--- src/rtl/lynx_video_pkg.sv ---
// Shared bitplane video definitions: plane codes, writer states, pixel addressing helpers.
// Used by the shifter, the fetch address generator and the pixel writer.
package lynx_video_pkg;

  localparam logic [1:0] PL_BLUE   = 2'd0;
  localparam logic [1:0] PL_RED    = 2'd1;
  localparam logic [1:0] PL_GREENX = 2'd2;
  localparam logic [1:0] PL_GREEN  = 2'd3;

  typedef enum logic [2:0] {
    ST_IDLE,
    ST_SEEK,
    ST_RD,
    ST_WAIT,
    ST_WR,
    ST_DONE
  } wr_state_t;

  // x[2:0]=0 is the leftmost pixel, which the shifter emits from bit 7.
  function automatic logic [7:0] bit_mask(input logic [2:0] xb);
    return 8'h80 >> xb;
  endfunction

  function automatic logic [14:0] pack_addr(input logic [1:0] plane, input logic [7:0] y,
                                            input logic [7:0] x);
    return {plane, y, x[7:3]};
  endfunction

endpackage

--- src/rtl/lynx_rmw_merge.sv ---
// Combinational pixel merge: sets/clears or toggles one bit of a plane byte.
// Zero latency, no flow control.
module lynx_rmw_merge
  import lynx_video_pkg::*;
(
  input  logic [7:0] rd,
  input  logic [2:0] x_bit,
  input  logic       col_bit,
  input  logic       op,
  output logic [7:0] wdata
);

  logic [7:0] mask8;
  logic [7:0] set8;

  assign mask8 = bit_mask(x_bit);
  assign set8  = col_bit ? mask8 : 8'h00;
  assign wdata = op ? (rd ^ set8) : ((rd & ~mask8) | set8);

endmodule

--- src/rtl/lynx_pixel_writer.sv ---
// Single-pixel plotter: read-modify-write of up to four bitplanes over a shared RAM port.
// Latency 2 + planes*(3+RD_LAT) cycles when the RAM is free; strobes stall while mem_busy.
module lynx_pixel_writer
  import lynx_video_pkg::*;
#(
  parameter int RD_LAT = 2
) (
  input  logic        clock,
  input  logic        reset,
  input  logic        req_valid,
  output logic        req_ready,
  input  logic [7:0]  req_x,
  input  logic [7:0]  req_y,
  input  logic [3:0]  req_col,
  input  logic [3:0]  req_mask,
  input  logic        req_op,
  output logic        done,
  input  logic        mem_busy,
  output logic [14:0] mem_addr,
  output logic        mem_rd,
  output logic        mem_we,
  output logic [7:0]  mem_wdata,
  input  logic [7:0]  mem_rdata
);

  localparam logic [2:0] LAT = 3'(RD_LAT);

  wr_state_t  state, state_nxt;
  logic [7:0] x_q, y_q;
  logic [3:0] col_q, rem_q;
  logic       op_q;
  logic [1:0] plane_q, first_plane;
  logic [7:0] rdata_q;
  logic [2:0] cnt_q;
  logic [7:0] merged;
  logic       accept;

  assign accept = req_valid & req_ready;

  always_comb begin
    first_plane = PL_GREEN;
    if (rem_q[PL_BLUE])        first_plane = PL_BLUE;
    else if (rem_q[PL_RED])    first_plane = PL_RED;
    else if (rem_q[PL_GREENX]) first_plane = PL_GREENX;
  end

  always_ff @(posedge clock) begin
    if (reset) state <= ST_IDLE;
    else       state <= state_nxt;
  end

  // Strobes are also masked by reset so an abort issues nothing in the reset cycle.
  always_comb begin
    state_nxt = state;
    req_ready = 1'b0;
    done      = 1'b0;
    mem_rd    = 1'b0;
    mem_we    = 1'b0;
    case (state)
      ST_IDLE: begin
        req_ready = 1'b1;
        if (req_valid) state_nxt = ST_SEEK;
      end
      ST_SEEK: state_nxt = (rem_q == 4'd0) ? ST_DONE : ST_RD;
      ST_RD: begin
        if (!mem_busy && !reset) begin
          mem_rd    = 1'b1;
          state_nxt = ST_WAIT;
        end
      end
      ST_WAIT: if (cnt_q == LAT) state_nxt = ST_WR;
      ST_WR: begin
        if (!mem_busy && !reset) begin
          mem_we    = 1'b1;
          state_nxt = ST_SEEK;
        end
      end
      ST_DONE: begin
        done      = ~reset;
        req_ready = 1'b1;
        state_nxt = req_valid ? ST_SEEK : ST_IDLE;
      end
      default: state_nxt = ST_IDLE;
    endcase
  end

  always_ff @(posedge clock) begin
    if (reset) begin
      x_q      <= 8'd0;
      y_q      <= 8'd0;
      col_q    <= 4'd0;
      rem_q    <= 4'd0;
      op_q     <= 1'b0;
      plane_q  <= 2'd0;
      mem_addr <= 15'd0;
      rdata_q  <= 8'd0;
      cnt_q    <= 3'd0;
    end else begin
      if (accept) begin
        x_q   <= req_x;
        y_q   <= req_y;
        col_q <= req_col;
        rem_q <= req_mask;
        op_q  <= req_op;
      end
      if (state == ST_SEEK && rem_q != 4'd0) begin
        plane_q  <= first_plane;
        mem_addr <= pack_addr(first_plane, y_q, x_q);
      end
      if (mem_rd) cnt_q <= 3'd1;
      if (state == ST_WAIT) begin
        if (cnt_q == LAT) rdata_q <= mem_rdata;
        else              cnt_q   <= cnt_q + 3'd1;
      end
      if (mem_we) rem_q[plane_q] <= 1'b0;
    end
  end

  lynx_rmw_merge u_merge (
    .rd      (rdata_q),
    .x_bit   (x_q[2:0]),
    .col_bit (col_q[plane_q]),
    .op      (op_q),
    .wdata   (merged)
  );

  assign mem_wdata = (state == ST_WR) ? merged : 8'h00;

endmodule
--- config.mk ---
export PLATFORM = sky130hd
export DESIGN_NAME = lynx_pixel_writer
export DESIGN_NICKNAME = d
export VERILOG_FILES = /design/src/rtl/lynx_video_pkg.sv /design/src/rtl/lynx_rmw_merge.sv /design/src/rtl/lynx_pixel_writer.sv
export SDC_FILE = /design/constraint.sdc
export NUM_CORES = 1
export LEC_CHECK = 0
export CAP_MARGIN = 20
export CORE_AREA = 2 2 90 92
export DETAILED_ROUTE_END_ITERATION = 6
export DIE_AREA = 0 0 92 94
export HOLD_SLACK_MARGIN = 0.12
export SYNTH_ARGS = -nofsm -noshare
export SYNTH_HDL_FRONTEND = slang
export SYNTH_SLANG_ARGS = --single-unit
--- constraint.sdc ---
create_clock -name clock -period 3.42 [get_ports clock]
set_input_delay 0.684 -clock clock [delete_from_list [all_inputs] [get_ports clock]]
set_output_delay 0.684 -clock clock [all_outputs]
set_load 0.03 [all_outputs]
==> flow_summary.yaml, run 1 <==
timing:
  post-route-period-util_pct: 95.9
  fin_tns_setup_ns: 0
  max_freq_mhz: 305
  slew_headroom_pct: 34.7
  worst_pin_slew_ns: 0.976
  whs_ns: 0.455
  period_minus_slack_ns: 3.28
  hold_violations: 0
  finalMaxSlewViolations: 0
  setup_violations: 0
  skew_ns: 0.00224
  rsz0062_at_grt: "no"
drt:
  finalWirelength_mm: 5.75
  drc: 0
  vias: 2164
  routed_via_density: 4.80
  drt_iter0_drc: 69
  dr.pass1.iters: 4
  routedWlPerCell_um: 12.7
  ant_nets: 0
worst_setup_path:
  worst_ep_arrival_time_ns: 2.60
  critPathLaunchType: "flop"
  critPathRequiredTime_ns: 2.74
  reg2reg_slack_ns: 1.52
  path_class: "flop to output pin"
  endpoint_kind: "output pin"
  path_max_fanout: 7
run:
  cap_violations: 0
cts:
  cts_max_level: 2
  numCtsBuffers: 5
  cts-hold-fix-buffers: 0
  cts_tree: "built"
  insertion_delay_ns: 0.29
  cts_root_buf: "clkbuf_8"
  clock_sinks: 54
  path_clk_slew_ns: 0.09
  clockBufferDepth: 2
synthesis:
  yosys.area.top_type_share_pct: 43.6
  syn_nets: 330
  ys_seq_elements: 54
  ys_top_cells_by_area: "dfxtp_1 (44%), mux2i_1 (11%), nand2_1 (8.3%)"
  synthCells: 291
  syn-cell-area_um2: 2480
  yosys.cell_types.count: 44
  synth.largest_area_cell: "dfxtp_1"
  syn_avg_cell_area_um2: 8.52
  yosys_warnings: 0
  ys_seq_area_share_pct: 43.6
power_and_ir_drop:
  total_power_mw: 1.77
  vdd_drop_max_v: 0.000204
  leakage_nw: 1.16
  power.density_nw_per_um2: 542
die:
  core_area_um2: 7610
  io_pins: 64
  die_h_um: 94
  die_w_um: 92
  die_area_um2: 8650
  start_util_pct: 32.6
  rows: 32
grt:
  overflow: 0
  grt_max_degree: 44
  grt_usage_pct: 13.6
  grt_pass1_wl_mm: 9.63
  antenna_found_initial: 0
  grt_pass1_vias: 2055
min_path:
  hp-class: "flop to flop"
place:
  routabilityCongestion: 0.744
  port_buffers: 63
  dp_hpwl_mm: 4.10
status:
  status: "finished clean"
final_layout:
  drive_above_1_share_pct: 6.30
  final_common_cell: "clkdlybuf4s50_1"
  utilization_pct: 42.9
  nNetsFinal: 388
  area_growth_syn_to_layout_pct: 31.5
  diodes: 0
  nFillCells: 788
  final_cell_mix: "clkdlybuf4s50_1 (61), nand2_1 (55), dfxtp_1 (54)"
==> flip-flops by register name (all words and copies together) (netlist names) <==
| signal | flops |
|---|---|
| cnt_q | 3 |
| col_q | 4 |
| mem_addr | 15 |
| op_q | 1 |
| rdata_q | 8 |
| rem_q | 4 |
| state | 3 |
| x_q | 8 |
| y_q | 8 |
==> cells by family after synthesis <==
family	Yosys count	share of synthesized area [%]
simple gates	115	21.5
buf+inv	26	5.05
xor+xnor	1	0.353
flops	54	43.6
compound gates	65	16.7
mux	28	11.8
fa+ha+maj	2	1.01
==> worst paths after layout <==
path	startpoint	end	cells past startpoint
worst max-delay path	mem_addr[13]	mem_wdata[0]	5
worst min-delay path	col_q[3]	col_q[3]	2
worst max register to register	state[2]	mem_addr[6]	5
worst min register to register	col_q[3]	col_q[3]	2
==> what timing repair did <==
| item | 4_1_cts | 5_1_grt |
|---|---|---|
| hold endpoints to repair | 0 | 0 |
| resized for setup | 0 | 1 |
| buffers inserted | 0 | 0 |
| setup endpoints to repair | 0 | 1 |
==> metrics by stage <==
stage	instances	area (µm²)	setup slack, ns
floorplan	291	2480	0.864
global placement	444	3180	0.407
detailed placement	444	3180	0.391
CTS	451	3260	0.0994
global route	451	3260	0.0103
finish	451	3260	0.139
==> power breakdown <==
group          switching (mW)  total (mW)  internal (mW)
Clock                   0.190       0.331          0.142
Sequential             0.0740       0.788          0.714
Combinational           0.363       0.646          0.284
Total                   0.626        1.77           1.14
==> worst max-delay path, cell delays in order, from the launching register on <==
cell and delay [ns]:
dfxtp_1 0.48, mux4_2 0.59, o21a_1 0.24, a31oi_1 0.19, a22o_2 0.16, clkdlybuf4s50_1 0.66
==> cell usage after synthesis, drive strengths merged <==
cell,number
nand2,55
dfxtp,54
a21oi,35
nor2,34
mux2i,27
clkbuf,10
nor3,9
buf,8
inv,8
a22o,4
o21ai,4
o2bb2ai,4
a22oi,3
a311oi,3
a31oi,3
nand2b,3
nor2b,3
and2,2
ha,2
nand3,2
nand3b,2
nor4,2
o32ai,2
a211o,1
a211oi,1
a32oi,1
and3,1
mux4,1
nor3b,1
nor4bb,1
o21a,1
o21ba,1
o221a,1
o22a,1
xnor2,1
==> final cells by class <==
type | instances | area, µm² | area share (%)
multi-input cells | 211 | 1270 | 39.0
clock buffers | 7 | 76.3 | 2.34
repair buffers | 69 | 673 | 20.6
well taps | 102 | 128 | 3.91
flip-flops and latches | 54 | 1080 | 33.2
inverters | 8 | 30.0 | 0.921
==> routing by layer <==
metal,vias to the layer above,part of all wire [%],global-route usage (%)
li1,1121,-,-
met3,4,4.5,2.89
met2,44,45,22.6
met5,-,0,0
met4,0,0.92,2.99
met1,995,49,18.3
No activity file was read; power rests on OpenSTA's default activity.
==> inputs of run 2 (changes only) <==
clock period = 4.1 ns   (was 3.42 ns; I/O delays follow)
==> run 2 against run 1 <==
Effect of this change: cell count fell by 0.67%; clock skew rose by 0.0053 ns; non-clock buffer count fell by 4; die area did not move; first-iteration DRC count fell by 28%; sequential cell count did not move; clock power rose by 11%; largest power group unchanged.
==> flow_summary.yaml, run 2 (same netlist as run 1, synthesis figures left out) <==
status:
  status: "finished clean"
worst_setup_path:
  critPathRequiredTime_ns: 3.28
  worst_ep_arrival_time_ns: 2.64
  max_stage_delay_ns: 0.70
  path_class: "flop to output pin"
  critPathLaunchType: "flop"
  cp_slowest_cell: "clkdlybuf4s50_1"
  worstPathCellList: "mux4_2 -> o21ba_2 -> a31oi_1 -> o2bb2ai_1 -> clkdlybuf4s50_1"
  endpoint_kind: "output pin"
  path_max_fanout: 7
die:
  die_w_um: 92
  core_area_um2: 7610
  io_pins: 64
  rows: 32
  start_util_pct: 32.6
  die_area_um2: 8650
  die_h_um: 94
timing:
  worst_pin_slew_ns: 0.955
  finalMaxSlewViolations: 0
  slew_headroom_pct: 36.1
  fin_tns_setup_ns: 0
  period_minus_slack_ns: 3.46
  setup_violations: 0
  rsz0062_at_grt: "no"
  max_freq_mhz: 289
  final.setup.worst_slack_ns: 0.636
  post-route-period-util_pct: 84.5
  hold_violations: 0
  skew_ns: 0.00755
grt:
  antenna_found_initial: 0
  grt_usage_pct: 13.6
  overflow: 0
  grt_pass1_wl_mm: 9.54
  grt_pass1_vias: 2030
  grt_max_degree: 55
power_and_ir_drop:
  share_comb_of_total_power_pct: 32.1
  swShare_pct: 35.2
  p_seq_share_pct: 44.2
  power.density_nw_per_um2: 474
  cellInternalPower_mw: 1.00
  vdd_drop_max_v: 0.000172
  leakage_nw: 1.14
  total_power_mw: 1.55
  switchingPower_uw: 546
  power_frac_clock_pct: 23.7
run:
  cap_violations: 0
cts:
  cts_max_level: 2
  insertion_delay_ns: 0.31
  clock_sinks: 54
  cts_resized: 0
  cts_setup_buffers: 0
  cts-hold-fix-buffers: 0
  cts_root_buf: "clkbuf_8"
  cts_tree: "built"
  clockBufferDepth: 2
  path_clk_slew_ns: 0.10
  numCtsBuffers: 5
drt:
  vias: 2167
  drt_iter0_drc: 50
  drc: 0
  routedWlPerCell_um: 12.6
  routed_via_density: 4.84
  finalWirelength_mm: 5.65
  ant_nets: 0
  dr.pass1.iters: 4
place:
  dp_hpwl_mm: 3.86
  routabilityCongestion: 0.797
  port_buffers: 63
  dp_slack_ns: 0.786
final_layout:
  drive_above_1_share_pct: 6.07
  largest_register_ff_count: 15
  area_growth_syn_to_layout_pct: 31.9
  diodes: 0
  top_register: "mem_addr"
  final_common_cell: "clkdlybuf4s50_1"
  nNetsFinal: 384
  final_cell_mix: "clkdlybuf4s50_1 (62), nand2_1 (55), dfxtp_1 (54)"
min_path:
  hp-class: "flop to flop"
run 2: final timing paths:
kind / depth (start not counted) / endpoint / slack (ns) / from
min: 2 / x_q[6] / 0.46 / x_q[6]
max reg2reg: 4 / rem_q[2] / 1.94 / state[0]
min reg2reg: 2 / x_q[6] / 0.46 / x_q[6]
max: 5 / mem_wdata[4] / 0.64 / mem_addr[13]
run 2: power by group through the flow:
stage	sequential (mW)	combinational, mW	clock, mW
floorplan	0.675	0.385	0
finish	0.685	0.497	0.368
detailed placement	0.698	0.504	0
global placement	0.696	0.499	0
global route	0.701	0.553	0.401
CTS	0.685	0.505	0.383
run 2: critical path, delay by kind of cell, from the launching register on:
family | cells | cell delay (ns)
buffers and inverters | 1 | 0.70
muxes | 1 | 0.59
AOI/OAI and AO/OA | 3 | 0.56
DFF | 1 | 0.48
run 2: area by class of cell:
cell class                 instances  area, µm²
clock inverter                     3       48.8
multi-input combinational        211       1270
clock buffer                       5       68.8
sequential                        54       1080
timing repair buffer              65        641
inverter                           8       30.0
tap                              102        128
fill                             780       4340
run 2: stage by stage:
stage | instances | area, µm² | util (%) | hold slack (ns)
3_5_place_dp | 440 | 3150 | 41.4 | 0.446
4_1_cts | 448 | 3270 | 43.0 | 0.461
3_3_place_gp | 440 | 3150 | 41.4 | 0.443
5_1_grt | 448 | 3270 | 43.0 | 0.475
6_report | 448 | 3270 | 43.0 | 0.459
2_1_floorplan | 291 | 2480 | - | 0.433
run 2: metal layers:
layer  global-route usage [%]  vias to the layer above  part of all wire (%)
met3                     2.97                        6                   4.1
met5                        0                        -                     0
li1                         -                     1120                     -
met2                     21.9                       45                    44
met1                     18.2                      996                    50
met4                     4.10                        0                   1.3
==> inputs of run 3 (changes only) <==
clock period = 2.96 ns   (was 4.1 ns; I/O delays follow)
==> run 3 against run 2 <==
Effect of this change: first-iteration DRC count grew 30%; die area is the same; design area grew 0.73%; sequential cell count is the same; worst setup slack lost 0.50 ns; clock-buffer cell count grew 2; core utilization grew 0.31 points; sequential share of layout area shrank 0.24 points; critical path depth is the same; global-route usage grew 0.25 points; cell count grew 1.8%; highest routed layer unchanged; via count grew 2.0%.
==> flow_summary.yaml, run 3 (same netlist as run 1, synthesis figures left out) <==
drt:
  routed_via_density: 4.85
  drc: 0
  drt_iter0_drc: 65
  ant_nets: 0
  dr.pass1.iters: 4
  vias: 2210
  routedWlPerCell_um: 12.8
  finalWirelength_mm: 5.85
final_layout:
  final_cells: 456
  largest_register_ff_count: 15
  final_cell_mix: "nand2_1 (55), dfxtp_1 (54), clkdlybuf4s50_1 (54)"
  nFillCells: 780
  top_register: "mem_addr"
  final_common_cell: "nand2_1"
  drive_above_1_share_pct: 7.91
  area_growth_syn_to_layout_pct: 32.9
  diodes: 0
  nNetsFinal: 392
die:
  rows: 32
  die_w_um: 92
  die_area_um2: 8650
  io_pins: 64
  core_area_um2: 7610
  start_util_pct: 32.6
  die_h_um: 94
place:
  dp_hpwl_mm: 4.14
  port_buffers: 63
  routabilityCongestion: 0.755
  place_inst: 448
cts:
  path_clk_slew_ns: 0.09
  numCtsBuffers: 5
  cts-hold-fix-buffers: 0
  cts_setup_buffers: 0
  insertion_delay_ns: 0.31
  clockBufferDepth: 2
  cts_resized: 8
  cts_max_level: 2
  cts_root_buf: "clkbuf_8"
  cts_tree: "built"
  clock_sinks: 54
run:
  cap_violations: 0
worst_setup_path:
  reg2reg_slack_ns: 1.22
  r2r-end: "rem_q[0]"
  ff2ff_path_depth: 6
  max_stage_delay_ns: 0.67
  r2r_start: "state[0]"
  worst_ep_arrival_time_ns: 2.23
  cp_slowest_cell: "clkdlybuf4s50_1"
  worstPathCellList: "clkdlybuf4s50_1 -> nor3_1 -> nand3b_1 -> inv_1 -> clkdlybuf4s50_1"
  path_max_fanout: 4
  crit_top_cell: "clkdlybuf4s50_1"
  endpoint_kind: "output pin"
  critPathLaunchType: "primary input"
  path_class: "primary input to output pin"
  critPathRequiredTime_ns: 2.37
grt:
  overflow: 0
  grt_pass1_wl_mm: 9.67
  antenna_found_initial: 0
  grt_max_degree: 42
  grt_pass1_vias: 2066
  grt_usage_pct: 13.8
power_and_ir_drop:
  power.density_nw_per_um2: 637
  total_power_mw: 2.10
  vdd_drop_max_v: 0.000222
  leakage_nw: 1.22
timing:
  max_freq_mhz: 354
  rsz0062_at_grt: "no"
  worst_pin_slew_ns: 0.466
  hold_violations: 0
  period_minus_slack_ns: 2.82
  skew_ns: 0.0107
  fin_tns_setup_ns: 0
  post-route-period-util_pct: 95.4
  whs_ns: 0.456
  setup_violations: 0
  finalMaxSlewViolations: 0
  slew_headroom_pct: 68.9
min_path:
  hold_path_end: "col_q[3]"
  hold_start: "col_q[3]"
  hold_depth: 2
  hp-class: "flop to flop"
status:
  status: "finished clean"
[run 3: where the power goes]
group          total (mW)  leakage [nW]  internal [mW]  switching [mW]
Sequential          0.905         0.440          0.826          0.0798
Combinational       0.774         0.727          0.341           0.433
Clock               0.418        0.0482          0.189           0.229
[run 3: routing by layer]
layer | track usage (%) | up-vias | wire, µm
met5 | 0 | - | 0
met4 | 3.73 | 0 | 64
met3 | 3.29 | 6 | 294
met2 | 22.1 | 56 | 2630
met1 | 18.8 | 1020 | 2860
li1 | - | 1128 | -
[run 3: how the worst max path moves through the flow]
stage,from,endpoint,cells after the start
2_1_floorplan,mem_addr[13],mem_wdata[4],4
3_3_place_gp,mem_busy,mem_rd,5
3_5_place_dp,mem_busy,mem_rd,5
4_1_cts,mem_busy,mem_rd,5
5_1_grt,mem_busy,mem_rd,5
6_report,mem_busy,mem_rd,5
[run 3: cell type report]
cell class / count / area, µm² / area share (%)
sequential: 54 / 1080 / 32.8
timing repair buffer: 73 / 691 / 21.0
clock buffer: 7 / 86.3 / 2.62
tap: 102 / 128 / 3.88
clock inverter: 1 / 5.00 / 0.152
inverter: 8 / 30.0 / 0.912
multi-input combinational: 211 / 1270 / 38.6
[run 3: critical path: cells and delay by family]
| family | cells | cell delay, ns |
|---|---|---|
| buffers and inverters | 3 | 1.23 |
| and+or+nand+nor | 2 | 0.40 |
[run 3: through the flow]
stage,util [%],setup WS (ns),area [µm²]
after floorplan,-,0.496,2480
after global placement,42.2,0.137,3210
final,43.3,0.136,3290
after global routing,43.3,0.000755,3290
after CTS,43.3,0.132,3290
after detailed placement,42.2,0.137,3210
